File: config.mk
export PLATFORM = sky130hd
export DESIGN_NAME = zigzag_rle_serializer
export DESIGN_NICKNAME = d
export VERILOG_FILES = /design/src/rtl/zigzag_rle_serializer.sv
export SDC_FILE = /design/constraint.sdc
export NUM_CORES = 1
export LEC_CHECK = 0
export ABC_CLOCK_PERIOD_IN_PS = 22000
export BUFFER_PORTS_ARGS = -buffer_cell sky130_fd_sc_hd__buf_2
export CAP_MARGIN = 40
export CORE_ASPECT_RATIO = 0.9
export CORE_MARGIN = 2
export CORE_UTILIZATION = 35
export DETAILED_ROUTE_END_ITERATION = 12
export GPL_ROUTABILITY_DRIVEN = 0
export PLACE_DENSITY = 0.58
export REMOVE_ABC_BUFFERS = 1
export SLEW_MARGIN = 20
export SYNTH_ARGS = -nofsm -noshare
export SYNTH_HDL_FRONTEND = slang
export SYNTH_SLANG_ARGS = --single-unit
File: constraint.sdc
create_clock -name clock -period 22 [get_ports clock]
set_clock_uncertainty 0.1 [all_clocks]
set_input_delay 1.1 -clock clock [delete_from_list [all_inputs] [get_ports clock]]
set_output_delay 1.1 -clock clock [all_outputs]
set_load 0.05 [all_outputs]
File: src/rtl/zigzag_rle_serializer.sv
// Zigzag run-length serializer.
// Accepts zigzag-ordered coefficient blocks into a two-bank ping-pong store.
// Each stored block is walked in zigzag order and emitted as DC/AC/ZRL/EOB
// symbols, one symbol per output handshake.
//
// state   | meaning
// IDLE    | no stored block is waiting to be read
// DC      | presenting the DC coefficient of the block in bank rd_ptr
// AC_SCAN | walking positions 1..last_nz, skipping zeros and emitting AC/ZRL
// EOB     | presenting the end-of-block symbol
module zigzag_rle_serializer #(
  parameter int DATA_WIDTH = 8,
  parameter int DEPTH      = 64,
  localparam int IDX_W     = $clog2(DEPTH),
  localparam int BLK_W     = DATA_WIDTH * DEPTH
) (
  input  logic                  clock,
  input  logic                  reset_n,
  input  logic                  in_valid,
  output logic                  in_ready,
  input  logic [BLK_W-1:0]      zigzag_pix_in,
  output logic                  out_valid,
  input  logic                  out_ready,
  output logic [1:0]            sym_type,
  output logic [3:0]            sym_run,
  output logic [DATA_WIDTH-1:0] sym_value,
  output logic [IDX_W-1:0]      sym_index,
  output logic                  sym_last
);

  typedef enum logic [1:0] {
    S_IDLE    = 2'd0,
    S_DC      = 2'd1,
    S_AC_SCAN = 2'd2,
    S_EOB     = 2'd3
  } state_e;

  localparam logic [1:0] T_DC  = 2'b00;
  localparam logic [1:0] T_AC  = 2'b01;
  localparam logic [1:0] T_ZRL = 2'b10;
  localparam logic [1:0] T_EOB = 2'b11;
  localparam logic [IDX_W-1:0] POS_MAX = IDX_W'(DEPTH - 1);

  logic [BLK_W-1:0]      bank_q [2];
  logic [IDX_W-1:0]      last_nz_q [2];
  logic [1:0]            full_q;
  logic                  wr_ptr_q;
  logic                  rd_ptr_q;

  state_e                state_q, state_d;
  logic [IDX_W-1:0]      pos_q, pos_d;
  logic [3:0]            run_q, run_d;

  logic [IDX_W-1:0]      last_nz_in;
  logic [IDX_W-1:0]      last_nz_cur;
  logic [DATA_WIDTH-1:0] coef0;
  logic [DATA_WIDTH-1:0] coef_cur;
  logic                  accept;
  logic                  release_blk;

  // in_ready depends only on registered bank occupancy
  assign in_ready = ~full_q[wr_ptr_q];
  assign accept   = in_valid & in_ready;

  // Highest nonzero AC index of the incoming block; 0 when all AC are zero
  always_comb begin
    last_nz_in = '0;
    for (int k = 1; k < DEPTH; k++) begin
      if (zigzag_pix_in[BLK_W-1-k*DATA_WIDTH -: DATA_WIDTH] != '0) begin
        last_nz_in = IDX_W'(k);
      end
    end
  end

  // Coefficient selection from the bank being read
  always_comb begin
    last_nz_cur = last_nz_q[rd_ptr_q];
    coef0       = bank_q[rd_ptr_q][BLK_W-1 -: DATA_WIDTH];
    coef_cur    = bank_q[rd_ptr_q][BLK_W-1-int'(pos_q)*DATA_WIDTH -: DATA_WIDTH];
  end

  // Block data storage; contents are qualified by full_q so no reset is needed
  always_ff @(posedge clock) begin
    if (accept) begin
      bank_q[wr_ptr_q] <= zigzag_pix_in;
    end
  end

  // Bank occupancy and ping-pong pointers; accept and release hit different banks
  always_ff @(posedge clock or negedge reset_n) begin
    if (!reset_n) begin
      full_q       <= '0;
      wr_ptr_q     <= 1'b0;
      rd_ptr_q     <= 1'b0;
      last_nz_q[0] <= '0;
      last_nz_q[1] <= '0;
    end else begin
      if (accept) begin
        full_q[wr_ptr_q]    <= 1'b1;
        last_nz_q[wr_ptr_q] <= last_nz_in;
        wr_ptr_q            <= ~wr_ptr_q;
      end
      if (release_blk) begin
        full_q[rd_ptr_q] <= 1'b0;
        rd_ptr_q         <= ~rd_ptr_q;
      end
    end
  end

  // FSM state, scan position and zero-run registers
  always_ff @(posedge clock or negedge reset_n) begin
    if (!reset_n) begin
      state_q <= S_IDLE;
      pos_q   <= '0;
      run_q   <= '0;
    end else begin
      state_q <= state_d;
      pos_q   <= pos_d;
      run_q   <= run_d;
    end
  end

  // Next-state and symbol outputs; everything frozen while a symbol is held
  always_comb begin
    state_d     = state_q;
    pos_d       = pos_q;
    run_d       = run_q;
    out_valid   = 1'b0;
    sym_type    = T_DC;
    sym_run     = '0;
    sym_value   = '0;
    sym_index   = '0;
    sym_last    = 1'b0;
    release_blk = 1'b0;

    case (state_q)
      S_IDLE: begin
        if (full_q[rd_ptr_q]) state_d = S_DC;
      end
      S_DC: begin
        out_valid = 1'b1;
        sym_type  = T_DC;
        sym_value = coef0;
        if (out_ready) begin
          if (last_nz_cur == '0) begin
            state_d = S_EOB;
          end else begin
            state_d = S_AC_SCAN;
            pos_d   = IDX_W'(1);
            run_d   = '0;
          end
        end
      end
      S_AC_SCAN: begin
        if (coef_cur == '0) begin
          if (run_q != 4'd15) begin
            run_d = run_q + 4'd1;
            pos_d = pos_q + 1'b1;
          end else begin
            // sixteenth consecutive zero: a nonzero is guaranteed further on
            out_valid = 1'b1;
            sym_type  = T_ZRL;
            sym_run   = 4'd15;
            if (out_ready) begin
              run_d = '0;
              pos_d = pos_q + 1'b1;
            end
          end
        end else begin
          out_valid = 1'b1;
          sym_type  = T_AC;
          sym_run   = run_q;
          sym_value = coef_cur;
          sym_index = pos_q;
          sym_last  = (pos_q == POS_MAX);
          if (out_ready) begin
            if (pos_q == POS_MAX) begin
              release_blk = 1'b1;
            end else if (pos_q == last_nz_cur) begin
              state_d = S_EOB;
            end else begin
              run_d = '0;
              pos_d = pos_q + 1'b1;
            end
          end
        end
      end
      S_EOB: begin
        out_valid = 1'b1;
        sym_type  = T_EOB;
        sym_last  = 1'b1;
        if (out_ready) release_blk = 1'b1;
      end
      default: state_d = S_IDLE;
    endcase

    if (release_blk) begin
      state_d = full_q[~rd_ptr_q] ? S_DC : S_IDLE;
      pos_d   = '0;
      run_d   = '0;
    end
  end

endmodule

Yosys cells after proc, flatten, opt, wreduce, memory -nomap -nowiden

Memories as Yosys holds them, arrays and structs flattened.
Cells that the tools add are included.

Memories: 1
Memory bits (writable): 1024
Logic and storage cells: 254
Register bits after elaboration: 28
Output and inout port bits: 23

Memories:

| name   | depth | bits a word | rd ports | clocked after memory_dff | write ports | line | RTL |
|---|---|---|---|---|---|---|---|
| bank_q | 2     | 512         | 1        | 0                        | 1           | 44   | `logic [BLK_W-1:0] bank_q [2];` |

$add $sub $neg: 3
Bitwise logic cells: 9
Shift operators: 1
$lt $le $gt $ge: 8
Equal/unequal tests: 17
Reduce and logical (&&, ||, !) cells: 74
Muxes and demuxes: 133

Operator list:

| cell                                                                 | number |
|---|---|
| 519-bit by 10-bit variable part select with 8-bit output             | 1 |
| 8-bit nonzero test                                                   | 63 |
| 6-bit two-way mux                                                    | 76 |
| 4-bit two-way mux                                                    | 12 |
| 2-bit two-way mux                                                    | 12 |
| 3-bit inequality test, second input constant                         | 7 |
| 1-bit two-way mux                                                    | 20 |
| 4-bit inequality test, second input constant                         | 5 |
| 8-bit one-hot mux with 2 select lines                                | 1 |
| 7-bit AND reduction                                                  | 2 |
| 12-bit bitwise mux                                                   | 1 |
| 6-bit one-hot mux with 2 select lines                                | 1 |
| 9-bit by 9-bit subtractor with 10-bit output, first input constant   | 1 |
| 8-bit zero test                                                      | 1 |
| 8-bit two-way mux                                                    | 1 |
| 4-bit one-hot mux with 2 select lines                                | 1 |
| 6-bit by 1-bit adder with 6-bit output, second input constant        | 1 |
| 6-bit demux with 1-bit select                                        | 1 |
| 6-bit equality test                                                  | 1 |
| 6-bit equality test, second input constant                           | 1 |
| 6-bit zero test                                                      | 1 |
| 1-bit by 2-bit < comparator with 1-bit output, second input constant | 3 |
| 1-bit one-hot mux with 2 select lines                                | 3 |
| 2-bit one-hot mux with 3 select lines                                | 1 |
| other kinds (19)                                                     | 28 |

Logic depth before layout (Yosys ltp)

Gate-level depths: netlist of run 1.

Depth in word-level cells: 65
Gate-level depth with buffers: 18

Worst setup path before layout of run 1

OpenSTA, ideal clock, no wires.

Kind: input -> register
Start point: input port in_valid
End point: memory bank_q[0][0] in the netlist's numbering (enable)
Data required time: 20821 ps
Path buffers: 1
Arrival time: 15489 ps
Slack: 5333 ps
Stages: 2
Library setup time: 1079 ps
Path through: nor3b_1 clkbuf_1

Cells in the longest elaborated chain, start to end: 3

Ends and longest elaborated chain:

| item                                    | line | RTL |
|---|---|---|
| from (decl)                             | 19   | `input logic in_valid,` |
| 1-bit AND                               | 63   | `assign accept = in_valid & in_ready;` |
| 1-bit two-way mux                       | 84   | `if (accept) begin` |
| 1-bit two-way mux (implied by the code) | 85   | `bank_q[wr_ptr_q] <= zigzag_pix_in;` |
| to (decl)                               | 44   |  |

Every way passes these cells.

Final worst setup path of run 1

Start point: register rd_ptr_q
End point: output port out_valid

Cells in the longest elaborated chain, start to end: 5

Ends and longest elaborated chain:

| item                                                     | line | RTL |
|---|---|---|
| from (decl)                                              | 48   | `logic rd_ptr_q;` |
| from (signal assigned)                                   | 105  | `rd_ptr_q <= ~rd_ptr_q;` |
| memory read 2 x 512 bit                                  | --   |  |
| 519-bit by 10-bit variable part select with 8-bit output | 79   | `coef_cur = bank_q[rd_ptr_q][BLK_W-1-int'(pos_q)*DATA_WIDTH -: DATA_WIDTH];` |
| 8-bit zero test                                          | 155  | `if (coef_cur == '0) begin` |
| 1-bit two-way mux                                        | 155  |  |
| 1-bit one-hot mux with 2 select lines                    | 136  | `case (state_q)` |
| to (decl)                                                | 22   | `output logic out_valid,` |

Every way passes these cells.

==> impl_results.md, run 1 <==
* Top cells by area, synth: edfxtp_1, mux4_2, mux2i_1
* Max Cap Violations at 0
* Die area at 125000 µm²
* First-pass GRT wire length at 194000 µm
* Part of the Yosys area used for sequential elements at 73.3%
* Initial Util at 35.4%
* Post-synth top flop: edfxtp_1
* DRC Markers at 0
* Nets@finish at 3403
* Relative slew slack at 28.3%
* CP arrival at 7.07 ns
* Int Power at 4.33 mW
* Max Slew Vio Count at 0
* Worst-path maximum fanout at 42
* Final min period at 8.27 ns
* WP buf/inv at 6
* Drt wl/cell at 30.4 µm
* Synth top area share at 71.7%
* Peak supply drop at 0.0982 mV
* Slew @ Worst Pin at 1.08 ns
* Initial detailed-routing violation count at 2688
* CP required at 20.80 ns
* Comb power frac at 27.8%
* Outcome: completed
* Placement Rows at 121
* # H-tree levels at 3
* EDFF count, synth at 1024
* Hold-fix buffers, CTS at 0
* P&R area growth vs syn at 19.9%
* Synth area leader: edfxtp_1
* Mapped Cells at 2272
* Global Route Usage Sum at 22.0%
* # IOs at 539
* Period utilization at 37.6%
* Post_cts resized at 0
* CTS tree: yes
* CP cell instances: buf_4 -> buf_16 -> buf_4 -> buf_4 -> mux4_2 -> mux2i_1 -> nor2_1 -> a2111oi_1 -> buf_4 -> nor4_1 -> a211oi_2 -> nand4b_4 -> or2_4 -> a211oi_1 -> nor2_1 -> buf_2
* Root Driver: clkbuf_16
* Finished Cell Area at 51400 µm²
* Post-CTS Setup Inserts at 0
* Initial antenna violation count at 53
* Drt pass-1 iters at 7
* CP most frequent cell: buf_4
* Critical Path Source Type: flop
* Clock share of power at 29.6%
* Post-synthesis register bit count at 1052
* Height of the die at 336 µm
* Leakage at 17.2 nW
* Max incr delay on CP at 0.95 ns
* Final hold violations at 0
* Hold Path Class: in2async
* Fmax at 121 MHz
* Power Density at 122 nW/µm²
* Most common cell in the netlist: edfxtp_1
* Synth warn at 0
* Final ANT Viol Nets at 0
* Core Area at 121000 µm²
* Routed WL at 140000 µm
* Sequential Power Share at 42.5%
* RSZ-0062 raised after global routing: no
* Largest net degree at the start of global routing at 168
* Unique masters post-synth at 76
* Share of layout cells above drive strength 1 at 34.8%
* Placed cell area at 47700 µm²
* Setup ws final at 13.73 ns
* Reg clk slew, reported paths at 0.06 ns
* CTS sink count at 1052
* Die X at 373 µm
* CP max stage cell: dfrtp_4
* Skew-Pair Late Insertion Delay at 0.74 ns
* Critical path class: reg2out
* Vias per std cell at 5.51
* Syn Area/Cell at 18.9 µm²
* Port buffer count at 538
* Synth Cell Area at 42900 µm²
* Place WS at 14.47 ns
* CP endpoint kind: output pin
* Setup violations, final at 0
* Switching portion of total power at 30.7%
* Synth top cells by count: edfxtp_1, mux4_2, mux2i_1
* HPWL after detailed placement at 102000 µm
* Via Count at 25400
* FFs w/ async S/R, synth at 2.66%
* CTS Buffer Depth at 3
* Top delay family on crit path: buffers and inverters
* Num CTS Buffers at 110
* GR Overflow Total at 0
* Sw Pwr at 1.92 mW
* Number of global-route vias before repair at 25500
## final timing paths
kind / cells after the start / to / start / slack (ns)
setup reg to reg: 16 / pos_q[3] / rd_ptr_q / 15.23
setup / recovery: 16 / out_valid / rd_ptr_q / 13.73
hold / removal: 1 / run_q[3] / reset_n / 0.33
hold reg to reg: 2 / last_nz_q[2] / last_nz_q[2] / 0.41
min in group clock: 2 / last_nz_q[2] / last_nz_q[2] / 0.41
max in group asynchronous: 1 / pos_q[2] / reset_n / 20.89
## layout make-up
cell class | count | area (µm²)
clock inverter | 66 | 633
sequential | 1052 | 31500
antenna | 30 | 75.1
inverter | 16 | 67.6
fill | 10900 | 69800
timing repair buffer | 607 | 3410
multi-input combinational | 1094 | 10800
clock buffer | 141 | 2990
tap | 1599 | 2000
## worst register-to-register path: cells and delay by family, from the launching register on
family                 cells  cell delay, ns
buffers and inverters      5            2.24
muxes                      2            0.82
DFF                        1            0.95
AOI/OAI and AO/OA          4            1.34
and+or+nand+nor            5            1.24
## power by group through the flow
| stage | Sequential (mW) | Combinational (mW) | Clock, mW |
|---|---|---|---|
| 3_3_place_gp | 2.70 | 1.73 | 0 |
| 6_report | 2.66 | 1.74 | 1.85 |
| 4_1_cts | 2.66 | 1.76 | 1.89 |
| 3_5_place_dp | 2.70 | 1.76 | 0 |
| 5_1_grt | 2.69 | 1.85 | 1.97 |
| 2_1_floorplan | 3.17 | 1.37 | 0 |
## sequential cells by signal, indices dropped and copies added (netlist names)
| register | count |
|---|---|
| bank_q | 1024 |
| full_q | 2 |
| last_nz_q | 12 |
| pos_q | 6 |
| rd_ptr_q | 1 |
| run_q | 4 |
| state_q | 2 |
| wr_ptr_q | 1 |
## logic make-up after synthesis
family | synth area share [%]
DFF | 73.3
and+or+nand+nor | 5.31
muxes | 14.5
AOI/OAI and AO/OA | 4.84
buffers and inverters | 1.75
xor gates and xnor gates | 0.143
adders and majority gates | 0.175
## per-stage QoR
step	hold WS [ns]	std cells	TNS (ns)	utilization [%]	total power, mW
2_1_floorplan	0.371	2162	-9521.49	-	4.54
3_3_place_gp	0.398	4343	0	39.1	4.43
3_5_place_dp	0.402	4365	0	39.3	4.46
4_1_cts	0.290	4572	0	42.3	6.32
5_1_grt	0.349	4590	0	42.4	6.51
6_report	0.330	4605	0	42.4	6.26
## cells in the final DEF (no fill, tap or decap), drive strengths merged, types with 38 or more instances in the layout
cell type and instances:
nand2 116, clkbuf 144, mux2i 126, a21oi 41
nor4 109, buf 601, nor2 77, mux4 201
clkinv 50, edfxtp 1024, mux2 38
## per-layer routing
| layer | routed length [µm] | part of all wire, % | track usage [%] | vias to the layer above |
|---|---|---|---|---|
| met2 | 65500 | 47 | 34.5 | 955 |
| li1 | - | - | - | 10900 |
| met5 | 243 | 0.17 | 0 | - |
| met3 | 11400 | 8.1 | 6.24 | 205 |
| met4 | 3480 | 2.5 | 6.31 | 38 |
| met1 | 59400 | 42 | 29.9 | 13300 |
Power figures use the tool's default switching activity.
==> inputs of run 2 (changes only) <==
Settings changed: ABC_CLOCK_PERIOD_IN_PS 22000 to 8000.
Clock period 22 ns to 8 ns, I/O delays scaled along.
==> run 2 against run 1 <==
Effect of this change: critical endpoint unchanged; clock-buffer cell count did not move; combinational power rose to 2.9 times the previous value; largest power group unchanged; die area did not move; utilization rose by 4.0 points; first-iteration DRC count rose by 8.2%; register-to-register slack got worse by 13 ns; final cell count rose by 11%; design area rose by 9.5%.
==> impl_results.md, run 2 (synthesis gave the netlist of run 1 again) <==
* Outcome: completed
* Placement Rows at 121
* P&R area growth vs syn at 31.3%
* DRC Markers at 0
* Commonest non-fill, non-tap cell in the layout: edfxtp_1
* Sw Pwr at 5.42 mW
* Switching portion of total power at 31.0%
* Drt pass-1 iters at 6
* Leakage at 19.2 nW
* Routed WL at 146000 µm
* Max Cap Violations at 0
* Via Count at 27800
* Nets@finish at 3912
* Core Area at 121000 µm²
* Relative slew slack at 24.1%
* Num CTS Buffers at 109
* WP buf/inv at 2
* First-pass GRT wire length at 204000 µm
* Sequential Power Share at 42.3%
* Max reg flops at 1024
* Peak supply drop at 0.254 mV
* Drt wl/cell at 28.8 µm
* Largest net degree at the start of global routing at 174
* Fmax at 163 MHz
* Setup violations, final at 0
* Slew @ Worst Pin at 1.14 ns
* Number of global-route vias before repair at 28300
* CP required at 7.50 ns
* Int Power at 12.0 mW
* Period utilization at 76.7%
* Total Neg Setup Slack at 0 ns
* CP max stage cell: dfrtp_2
* HPWL after detailed placement at 102000 µm
* CTS Buffer Depth at 3
* Final min period at 6.14 ns
* Root Driver: clkbuf_16
* GR Overflow Total at 0
* Hold-fix buffers, CTS at 514
* Critical Path Source Type: flop
* # IOs at 539
* Core Util, Final at 46.4%
* Height of the die at 336 µm
* Critical path class: reg2out
* CP arrival at 5.64 ns
* CP endpoint kind: output pin
* Comb power frac at 29.0%
* Vias per std cell at 5.46
* Initial Util at 35.4%
* Reg clk slew, reported paths at 0.07 ns
* Initial antenna violation count at 22
* Biggest register: bank_q
* Post_cts resized at 0
* Initial detailed-routing violation count at 2909
* Die area at 125000 µm²
* Final ANT Viol Nets at 0
* Biggest regs: bank_q: 1024 flops, last_nz_q: 12 flops, pos_q: 6 flops
* CTS sink count at 1052
* Die X at 373 µm
* Commonest non-fill, non-tap cells in the layout: edfxtp_1, buf_2, dlygate4sd3_1, mux4_2, mux2i_1
* Max incr delay on CP at 0.88 ns
* RSZ-0062 raised after global routing: no
* # H-tree levels at 3
* Power Density at 310 nW/µm²
* Clock share of power at 28.7%
* Hold Path Class: in2async
* CP cell instances: buf_4 -> and3_1 -> a221oi_1 -> a31oi_1 -> o21ai_0 -> a2111oi_1 -> nor2_1 -> nand4b_4 -> or2_4 -> a211oi_1 -> nor2_1 -> buf_2
* Share of layout cells above drive strength 1 at 28.9%
* Final hold violations at 0
* Max Slew Vio Count at 0
* Fillers at 10300
* Port buffer count at 538
* Worst-path maximum fanout at 29
* Global Route Usage Sum at 22.9%
* Top delay family on crit path: simple AND/OR/NAND/NOR gates
* CTS tree: yes
* Skew-Pair Late Insertion Delay at 0.74 ns
* CP most frequent cell: nor2_1
* Post-CTS Setup Inserts at 0
-- run 2: worst paths after layout --
check                                  start            end  slack (ns)  cells after the start
hold reg to reg                 last_nz_q[5]   last_nz_q[5]        0.42                      2
min in group clock         zigzag_pix_in[30]  bank_q[0][30]        0.31                      2
setup reg to reg                    pos_q[1]     state_q[0]        2.59                     12
setup / recovery                    pos_q[1]      out_valid        1.86                     12
hold / removal                       reset_n       pos_q[5]        0.23                      2
max in group asynchronous            reset_n       rd_ptr_q        6.98                      2
-- run 2: worst register-to-register path: stages, from the launching register on --
cell and delay (ns):
dfrtp_2 0.88, buf_4 0.56, and3_1 0.83, a221oi_1 0.21, a31oi_1 0.29, o21ai_0 0.18, a2111oi_1 0.57, nor2_1 0.14
nand4b_4 0.25, nand2_1 0.32, o31ai_1 0.30, nor4b_2 0.31, mux2_1 0.35
-- run 2: layout make-up --
class                      count  area (µm²)  area share, %
antenna                       13        32.5         0.0578
multi-input combinational   1094       10800           19.1
clock inverter                57         554          0.984
sequential                  1052       31500           55.9
inverter                      16        67.6          0.120
tap                         1599        2000           3.55
clock buffer                 141        2910           5.17
timing repair buffer        1117        8540           15.2
-- run 2: power groups by stage --
stage                     Combinational, mW  Sequential (mW)  Clock, mW
final                                  5.07             7.39       5.00
after global routing                   5.35             7.46       5.29
after CTS                              5.10             7.40       5.09
after detailed placement               4.88             7.51          0
after global placement                 4.81             7.53          0
after floorplan                        3.12             8.13          0
-- run 2: per-stage QoR --
step | cell area, µm² | hold WS, ns | total power, mW | setup slack (ns) | cells
detailed placement | 47600 | 0.404 | 12.4 | 2.58 | 4359
global placement | 47400 | 0.393 | 12.3 | 2.50 | 4343
global route | 56300 | 0.253 | 18.1 | 1.71 | 5083
CTS | 56200 | 0.170 | 17.6 | 1.82 | 5071
finish | 56300 | 0.231 | 17.5 | 1.86 | 5089
floorplan | 42200 | 0.00441 | 11.2 | -33.57 | 2162
-- run 2: metal layers --
layer / track usage [%] / wire length [µm] / up-vias
met1: 30.5 / 60200 / 14300
met4: 8.29 / 5350 / 16
li1: - / - / 11800
met3: 4.84 / 11200 / 295
met5: 0 / 101 / -
met2: 37.0 / 69500 / 1318
